### config.mk
export PLATFORM = sky130hd
export DESIGN_NAME = pipeline_hazard_controller
export DESIGN_NICKNAME = d
export VERILOG_FILES = /design/src/rtl/mips_pipe_pkg.sv /design/src/rtl/load_use_detector.sv /design/src/rtl/pipeline_hazard_controller.sv
export SDC_FILE = /design/constraint.sdc
export NUM_CORES = 1
export LEC_CHECK = 0
export CAP_MARGIN = 20
export CORE_ASPECT_RATIO = 0.8
export CORE_MARGIN = 3
export CORE_UTILIZATION = 30
export DETAILED_ROUTE_END_ITERATION = 16
export SLEW_MARGIN = 20
export SYNTH_ARGS = -nofsm -noshare
export SYNTH_HDL_FRONTEND = slang
export SYNTH_SLANG_ARGS = --single-unit
### constraint.sdc
create_clock -name clk -period 2.6 [get_ports clk]
set_input_delay 0.39 -clock clk [delete_from_list [all_inputs] [get_ports clk]]
set_output_delay 0.39 -clock clk [all_outputs]
set_load 0.02 [all_outputs]
### src/rtl/mips_pipe_pkg.sv
// Shared MIPS pipeline definitions: sequencer states, the hazard control word
// and the register-zero constant reused by the hazard and forwarding logic.
package mips_pipe_pkg;

    typedef enum logic [1:0] {
        ST_RUN      = 2'd0,
        ST_MEM_WAIT = 2'd1,
        ST_HALT     = 2'd2,
        ST_STEP     = 2'd3
    } pipe_state_e;

    typedef struct packed {
        logic pc_write;
        logic if_id_write;
        logic id_ex_write;
        logic ex_mem_write;
        logic mem_wb_write;
        logic if_id_flush;
        logic id_ex_flush;
        logic ex_mem_flush;
    } hazard_ctrl_t;

    // All-zero control word: nothing written, nothing flushed.
    localparam hazard_ctrl_t BUBBLE = '0;

    localparam logic [4:0] REG_ZERO = 5'd0;

endpackage

### src/rtl/load_use_detector.sv
// Combinational load-use compare between the lw in EX and the sources of the
// instruction in ID.
module load_use_detector
    import mips_pipe_pkg::*;
(
    input  logic [4:0] rs,
    input  logic [4:0] rt,
    input  logic       uses_rt,
    input  logic       ex_mem_read,
    input  logic [4:0] ex_rt,
    output logic       hazard
);

    // $zero never carries a real dependency, so a lw into it cannot stall.
    always_comb begin
        hazard = ex_mem_read && (ex_rt != REG_ZERO) &&
                 ((ex_rt == rs) || (uses_rt && (ex_rt == rt)));
    end

endmodule

### src/rtl/pipeline_hazard_controller.sv
// Pipeline sequencer: derives every pipeline-register enable/flush from
// memory waits, redirects, load-use hazards, jumps and the debug port.
module pipeline_hazard_controller
    import mips_pipe_pkg::*;
#(
    parameter int CNT_WIDTH   = 16,
    parameter int MEM_TIMEOUT = 15
) (
    input  logic                 clk,
    input  logic                 reset,
    input  logic [4:0]           if_id_rs,
    input  logic [4:0]           if_id_rt,
    input  logic                 id_uses_rt,
    input  logic                 id_jump,
    input  logic                 id_ex_mem_read,
    input  logic [4:0]           id_ex_rt,
    input  logic                 ex_redirect,
    input  logic                 mem_req,
    input  logic                 mem_ready,
    input  logic                 halt_req,
    input  logic                 resume,
    input  logic                 step,
    output logic                 pc_write,
    output logic                 if_id_write,
    output logic                 id_ex_write,
    output logic                 ex_mem_write,
    output logic                 mem_wb_write,
    output logic                 if_id_flush,
    output logic                 id_ex_flush,
    output logic                 ex_mem_flush,
    output logic                 halted,
    output logic                 mem_error,
    output logic [CNT_WIDTH-1:0] stall_count,
    output logic [CNT_WIDTH-1:0] flush_count
);

    localparam int WAIT_W = $clog2(MEM_TIMEOUT + 1);
    localparam int WI_W   = WAIT_W + 1;

    pipe_state_e          state;
    pipe_state_e          next_state;
    hazard_ctrl_t         ctrl;
    logic                 load_use;
    logic                 mem_wait;
    logic                 freeze;
    logic                 timeout;
    logic                 ret_halt;
    logic                 mem_error_q;
    logic                 stall_inc;
    logic                 flush_inc;
    logic [WAIT_W-1:0]    wait_cnt;
    logic [WI_W-1:0]      wait_index;
    logic [CNT_WIDTH-1:0] stall_q;
    logic [CNT_WIDTH-1:0] flush_q;

    load_use_detector u_load_use (
        .rs          (if_id_rs),
        .rt          (if_id_rt),
        .uses_rt     (id_uses_rt),
        .ex_mem_read (id_ex_mem_read),
        .ex_rt       (id_ex_rt),
        .hazard      (load_use)
    );

    // wait_index is the 1-based number of the wait cycle currently in progress.
    always_comb begin
        mem_wait   = mem_req && !mem_ready;
        freeze     = (state != ST_HALT) && mem_wait;
        wait_index = (state == ST_MEM_WAIT) ? ({1'b0, wait_cnt} + WI_W'(1)) : WI_W'(1);
        timeout    = freeze && (wait_index >= WI_W'(MEM_TIMEOUT));
    end

    always_ff @(posedge clk) begin
        if (reset) begin
            state <= ST_RUN;
        end else begin
            state <= next_state;
        end
    end

    always_comb begin
        next_state = state;
        case (state)
            ST_RUN: begin
                if (mem_wait) begin
                    next_state = timeout ? ST_HALT : ST_MEM_WAIT;
                end else if (halt_req) begin
                    next_state = ST_HALT;
                end
            end
            ST_MEM_WAIT: begin
                if (timeout) begin
                    next_state = ST_HALT;
                end else if (!mem_wait) begin
                    next_state = (ret_halt || halt_req) ? ST_HALT : ST_RUN;
                end
            end
            ST_HALT: begin
                if (resume) begin
                    next_state = ST_RUN;
                end else if (step) begin
                    next_state = ST_STEP;
                end
            end
            ST_STEP: begin
                if (mem_wait) begin
                    next_state = timeout ? ST_HALT : ST_MEM_WAIT;
                end else begin
                    next_state = ST_HALT;
                end
            end
            default: next_state = ST_RUN;
        endcase
    end

    // Priority: reset, halt, memory freeze, redirect, load-use, jump.
    always_comb begin
        ctrl      = BUBBLE;
        halted    = 1'b0;
        stall_inc = 1'b0;
        if (reset) begin
            ctrl.if_id_flush  = 1'b1;
            ctrl.id_ex_flush  = 1'b1;
            ctrl.ex_mem_flush = 1'b1;
        end else if (state == ST_HALT) begin
            halted = 1'b1;
        end else if (mem_wait) begin
            stall_inc = 1'b1;
        end else begin
            ctrl.pc_write     = 1'b1;
            ctrl.if_id_write  = 1'b1;
            ctrl.id_ex_write  = 1'b1;
            ctrl.ex_mem_write = 1'b1;
            ctrl.mem_wb_write = 1'b1;
            if (ex_redirect) begin
                ctrl.if_id_flush = 1'b1;
                ctrl.id_ex_flush = 1'b1;
            end else if (load_use) begin
                ctrl.pc_write    = 1'b0;
                ctrl.if_id_write = 1'b0;
                ctrl.id_ex_flush = 1'b1;
                stall_inc        = 1'b1;
            end else if (id_jump) begin
                ctrl.if_id_flush = 1'b1;
            end
        end
        flush_inc = !reset && (ctrl.if_id_flush || ctrl.id_ex_flush || ctrl.ex_mem_flush);
    end

    // A wait entered from STEP, or with a halt request pending, returns to HALT.
    always_ff @(posedge clk) begin
        if (reset || (next_state != ST_MEM_WAIT)) begin
            ret_halt <= 1'b0;
        end else if (state == ST_MEM_WAIT) begin
            ret_halt <= ret_halt || halt_req;
        end else begin
            ret_halt <= (state == ST_STEP) || halt_req;
        end
    end

    always_ff @(posedge clk) begin
        if (reset) begin
            wait_cnt    <= '0;
            mem_error_q <= 1'b0;
        end else begin
            if (freeze) begin
                wait_cnt <= (state == ST_MEM_WAIT) ? (wait_cnt + WAIT_W'(1)) : WAIT_W'(1);
            end
            if (timeout) begin
                mem_error_q <= 1'b1;
            end
        end
    end

    always_ff @(posedge clk) begin
        if (reset) begin
            stall_q <= '0;
            flush_q <= '0;
        end else begin
            if (stall_inc && (stall_q != {CNT_WIDTH{1'b1}})) begin
                stall_q <= stall_q + CNT_WIDTH'(1);
            end
            if (flush_inc && (flush_q != {CNT_WIDTH{1'b1}})) begin
                flush_q <= flush_q + CNT_WIDTH'(1);
            end
        end
    end

    always_comb begin
        pc_write     = ctrl.pc_write;
        if_id_write  = ctrl.if_id_write;
        id_ex_write  = ctrl.id_ex_write;
        ex_mem_write = ctrl.ex_mem_write;
        mem_wb_write = ctrl.mem_wb_write;
        if_id_flush  = ctrl.if_id_flush;
        id_ex_flush  = ctrl.id_ex_flush;
        ex_mem_flush = ctrl.ex_mem_flush;
        mem_error    = mem_error_q && !reset;
        stall_count  = reset ? '0 : stall_q;
        flush_count  = reset ? '0 : flush_q;
    end

endmodule

# Yosys cells after proc, flatten, opt, wreduce, memory -nomap -nowiden
# Index checks and enable logic that the tools add are counted.
# word_totals
rom_bits	0
reg_bits	40
ramBits	0
output_inout_bits	42
latch_bits	0
n_memories	0
elab_cells	72
# op_classes
n_mul	0
n_eq_ne	9
n_lt_le_gt_ge	1
n_mux	32
div	0
add_sub_neg	4
n_reduce_logical	20
bitwise	0
shifts	0
# ops
cell	n
16-bit by 1-bit adder with 16-bit output, second input constant	2
16-bit two-way mux	2
16-bit != test, second input constant	2
2-bit two-way mux	13
7-bit two-way mux	2
1-bit two-way mux	11
5-bit == test	2
1-bit logical AND	10
5-bit two-way mux	2
2-bit case mux with 4 select lines	1
1-bit logical OR	6
4-bit by 1-bit adder with 5-bit output, second input constant	1
5-bit by 4-bit greater-or-equal comparator with 1-bit output, second input constant	1
5-bit nonzero test	1
4-bit by 1-bit adder with 4-bit output, second input constant	1
2-bit == test, second input constant	2
4-bit two-way mux	1
2-bit by 1-bit == test with 1-bit output, second input constant	1
1-bit zero test	2
2-bit zero test	1
2-bit by 1-bit != test with 1-bit output, second input constant	1
2-bit != test, second input constant	1

# Longest topological paths before layout
# logic_depth
depth_word	13
ltp_mapped	9
mapped_depth_nobuf	7

# Modules after synthesis
# Synthesis repeated with hierarchy kept, for this count alone.
# unflattened
cells_unflattened	294
hier_area_um2	2393.5
# by_module_without_submodules
module	area_each_um2	instances	cells_each	seq_area_each_um2
pipeline_hazard_controller	2260.9	1	277	800.8
load_use_detector	132.6	1	17	0.0

# Worst setup path after synthesis
# Ideal clock, no wire load.
# synth_timing
path_type	input port to output port
from	input port id_ex_rt[0]
to	output port pc_write
cell_stages	5
setup_slack_ns	0.367
path_buffers	1
arrival_ns	1.843
cell_sequence	or4_4 > o21ai_4 > nor2_1 > a21oi_1 > buf_4
# synth_via
elab_chain_len	9
elab_cells_between_ends	12
cone_classes	2 x eq/ne; 5 x mux; 5 x reduce/logical
# synth_rtl
item	line	text
start, declared	pipeline_hazard_controller.sv:16	input logic [4:0] id_ex_rt,
5-bit == test	load_use_detector.sv:17	((ex_rt == rs) || (uses_rt && (ex_rt == rt)));
1-bit logical AND	load_use_detector.sv:17	
1-bit logical OR	load_use_detector.sv:17	
1-bit logical AND (*)	load_use_detector.sv:16	hazard = ex_mem_read && (ex_rt != REG_ZERO) &&
2-bit two-way mux (*)	pipeline_hazard_controller.sv:138	end else if (load_use) begin
2-bit two-way mux (*)	pipeline_hazard_controller.sv:135	if (ex_redirect) begin
7-bit two-way mux (*)	pipeline_hazard_controller.sv:127	end else if (mem_wait) begin
7-bit two-way mux (*)	pipeline_hazard_controller.sv:125	end else if (state == ST_HALT) begin
5-bit two-way mux (*)	pipeline_hazard_controller.sv:121	if (reset) begin
end, declared	pipeline_hazard_controller.sv:23	output logic pc_write,
# Every way passes the cells marked *; elsewhere a longest branch is shown, timed or not.

# Worst setup path after layout
# layout_timing
from	input port id_ex_rt[2]
to	output port if_id_write
# layout_via
elab_chain_len	9
elab_cells_between_ends	12
cone_classes	2 x eq/ne; 5 x mux; 5 x reduce/logical
# layout_rtl
item	line	text
5-bit == test	load_use_detector.sv:17	
1-bit logical AND	load_use_detector.sv:17	
1-bit logical OR	load_use_detector.sv:17	
1-bit logical AND (*)	load_use_detector.sv:16	
2-bit two-way mux (*)	pipeline_hazard_controller.sv:138	
2-bit two-way mux (*)	pipeline_hazard_controller.sv:135	
7-bit two-way mux (*)	pipeline_hazard_controller.sv:127	
7-bit two-way mux (*)	pipeline_hazard_controller.sv:125	
5-bit two-way mux (*)	pipeline_hazard_controller.sv:121	
end, declared	pipeline_hazard_controller.sv:24	output logic if_id_write,
# Marks and branches as above.

==> results.toml <==
[power_and_ir_drop]
p_leak_nw = 1.260
max-vdd-ir-drop_uv = 223.2
power.density_nw_per_um2 = 386.5

[yosys]
synth_top_area_cell = "dfxtp_1"
yosys_warnings = 0
syn_inst = 313
ys_ff_latch = 40
synth.most_common_cell = "nor2_1"
syn_area_um2 = 2491
synthTopCellsByCount = "nor2_1, dfxtp_1, nor2b_1, nand2_1, mux2_2"
syn_avg_cell_area_um2 = 7.959
ys_types = 50
yosys-top-cells-area = "dfxtp_1, mux2_2, nor2b_1, nor2_1, nand2_1"
synth_edf_count = 0
ys.flop_type = "dfxtp_1"
synth_nets = 342
yosysTopAreaCellShare_pct = 32.14
synthArstFlopShare_pct = 0
seq_area_frac_synth_pct = 32.14

[cells_and_area]
nets = 422
fillerInstances = 834
drive_gt1_share_pct = 15.27
stdcell_area_um2 = 3462
antenna_cells = 0
utilization_pct = 43.17
syn_to_final_growth_pct = 38.98

[clock_tree]
cts_max_path_buffers = 2
cts_buffers = 5
ctsHoldBuffers = 0
clkSlewWorstSetupHoldPaths_ns = 0.07
h-tree-depth = 2
clock_latency_ns = 0.28
cts_sinks = 40
root_buffer = "clkbuf_8"
cts_tree = "yes"

[global_route]
grt_usage_pct = 14.41
grt_pass1_vias = 2331
antenna_found_initial = 0
grt-ovfl-total = 0
grt_max_degree = 31
grt_pass1_wl_um = 11110

[drt]
wl_um = 6569
firstDrtPassIters = 4
vias_per_cell = 4.830
drt_iter0_markers = 96
wl_per_cell_um = 13.11
drc = 0
vias = 2420
ant_nets = 0

[setup_path]
cp-start-kind = "input pin"
end_kind = "output port"
slowest_stage = "or4_4"
cp.required_ns = 2.21
rrSetupSlack_ns = 0.32
crit_chain = "clkdlybuf4s50_1, or4_4, o21ai_4, nor2_1, a21oi_1, dlygate4sd2_1"
crit_type = "in2out"
slowest_delay_ns = 0.53
arrival_ns = 2.17
crit_fanout = 3

[placement]
pre_cts_ws_ns = -0.3230
dp_hpwl_um = 5126
port_buffers = 67
finalWeightedCongestion = 0.7820
placed_cell_area_um2 = 3378

[timing]
rsz0062_at_grt = "true"
finalSetupViolCount = 0
slew_headroom_pct = 62.32
clock.fmax_mhz = 391.1
setup_ws_ns = 0.04318
min_period_ns = 2.557
worst_slew_pin_slew_ns = 0.5510
clock_skew_ns = 0.003816
min_period_over_period_pct = 98.34
maxSlewViolCount = 0
hold_viol_final = 0

[worst_hold_path]
hold_path_class = "reg2reg"

[die]
start_util_pct = 31.07
rows = 29
io_pins = 68
fp.dieArea_um2 = 9440
die_height_um = 87.51
core_area_um2 = 8019
die_x_um = 107.9

[status]
status = "completed"

[flow_run]
cap_violations = 0
## power breakdown
| part | internal [mW] | leakage, nW | switching [mW] |
|---|---|---|---|
| Sequential | 0.623 | 0.323 | 0.0130 |
| Combinational | 0.125 | 0.887 | 0.135 |
| Clock | 0.236 | 0.0503 | 0.205 |
## through the flow
stage,power (mW),setup TNS (ns),std cells,hold slack (ns)
global route,1.420,-0.07311,501,0.5217
global placement,0.9130,-1.107,494,0.4468
floorplan,0.7922,0,313,0.4290
finish,1.338,0,501,0.4747
detailed placement,0.9157,-1.493,494,0.4520
CTS,1.363,0,501,0.4720
## layer usage
metal	part of all wire, %	global-route usage (%)	vias up	wire (µm)
li1	-	-	1259	-
met1	54	21.38	1110	3526
met2	40	21.16	49	2628
met3	6.0	3.484	2	391
met4	0.35	2.982	0	23
met5	0	0	-	0
## state kept, by name (all words and copies together) (netlist names)
register / cells
flush_q: 16
mem_error_q: 1
ret_halt: 1
stall_q: 16
state: 2
wait_cnt: 4
## worst max-delay path: cells and delay by family
| kind | cells | cell delay (ns) |
|---|---|---|
| buffers and inverters | 2 | 0.83 |
| AO/OA/AOI/OAI | 2 | 0.35 |
| AND/OR/NAND/NOR | 2 | 0.60 |
## final cells by class
type	count	area (µm²)	area share [%]
Clock buffer	7	96.34	2.783
Inverter	12	45.04	1.301
Multi-Input combinational cell	246	1562	45.10
Sequential cell	40	800.8	23.13
Tap cell	108	135.1	3.903
Timing Repair Buffer	88	823.3	23.78
## timing repair
item	4_1_cts	5_1_grt
resized for setup	7	5
cloned	0	0
pin swaps	0	0
buffers inserted	0	0
endpoints found under the setup margin	4	4
## cells by family after synthesis
logic type / after synthesis / share of synthesized area (%)
compound gates: 46 / 12.71
flops: 40 / 32.14
xor+xnor: 10 / 3.516
buf+inv: 27 / 5.173
mux: 22 / 10.05
fa+ha+maj: 3 / 1.507
simple gates: 165 / 34.91
## worst paths after layout
| path | start | end | depth (start not counted) |
|---|---|---|---|
| setup / recovery | id_ex_rt[2] | if_id_write | 6 |
| hold / removal | mem_error_q$_SDFFE_PP0P_ | mem_error_q$_SDFFE_PP0P_ | 2 |
| setup reg to reg | flush_q[0]$_SDFFE_PP0P_ | flush_q[14]$_SDFFE_PP0P_ | 7 |
| hold reg to reg | mem_error_q$_SDFFE_PP0P_ | mem_error_q$_SDFFE_PP0P_ | 2 |
## cell usage in the layout (no fill, tap or decap), types with 3 or more instances in the layout
cell type,Yosys,routed
nand2_1,24,24
buf_4,5,20
inv_1,12,12
mux2_2,19,19
nor3_1,12,12
nor2b_1,28,28
or3_1,3,3
nor2_1,44,44
dfxtp_1,40,40
clkdlybuf4s50_1,0,62
nand4_1,9,9
buf_2,1,3
a21oi_1,13,13
clkbuf_8,0,7
o31ai_1,5,5
ha_1,3,3
xnor2_1,10,10
nor4_1,7,7
and3_1,4,4
a21o_1,3,3
nand3_1,15,15
nand2b_1,7,7
o21ai_0,11,11
Power figures use the tool's default switching activity.
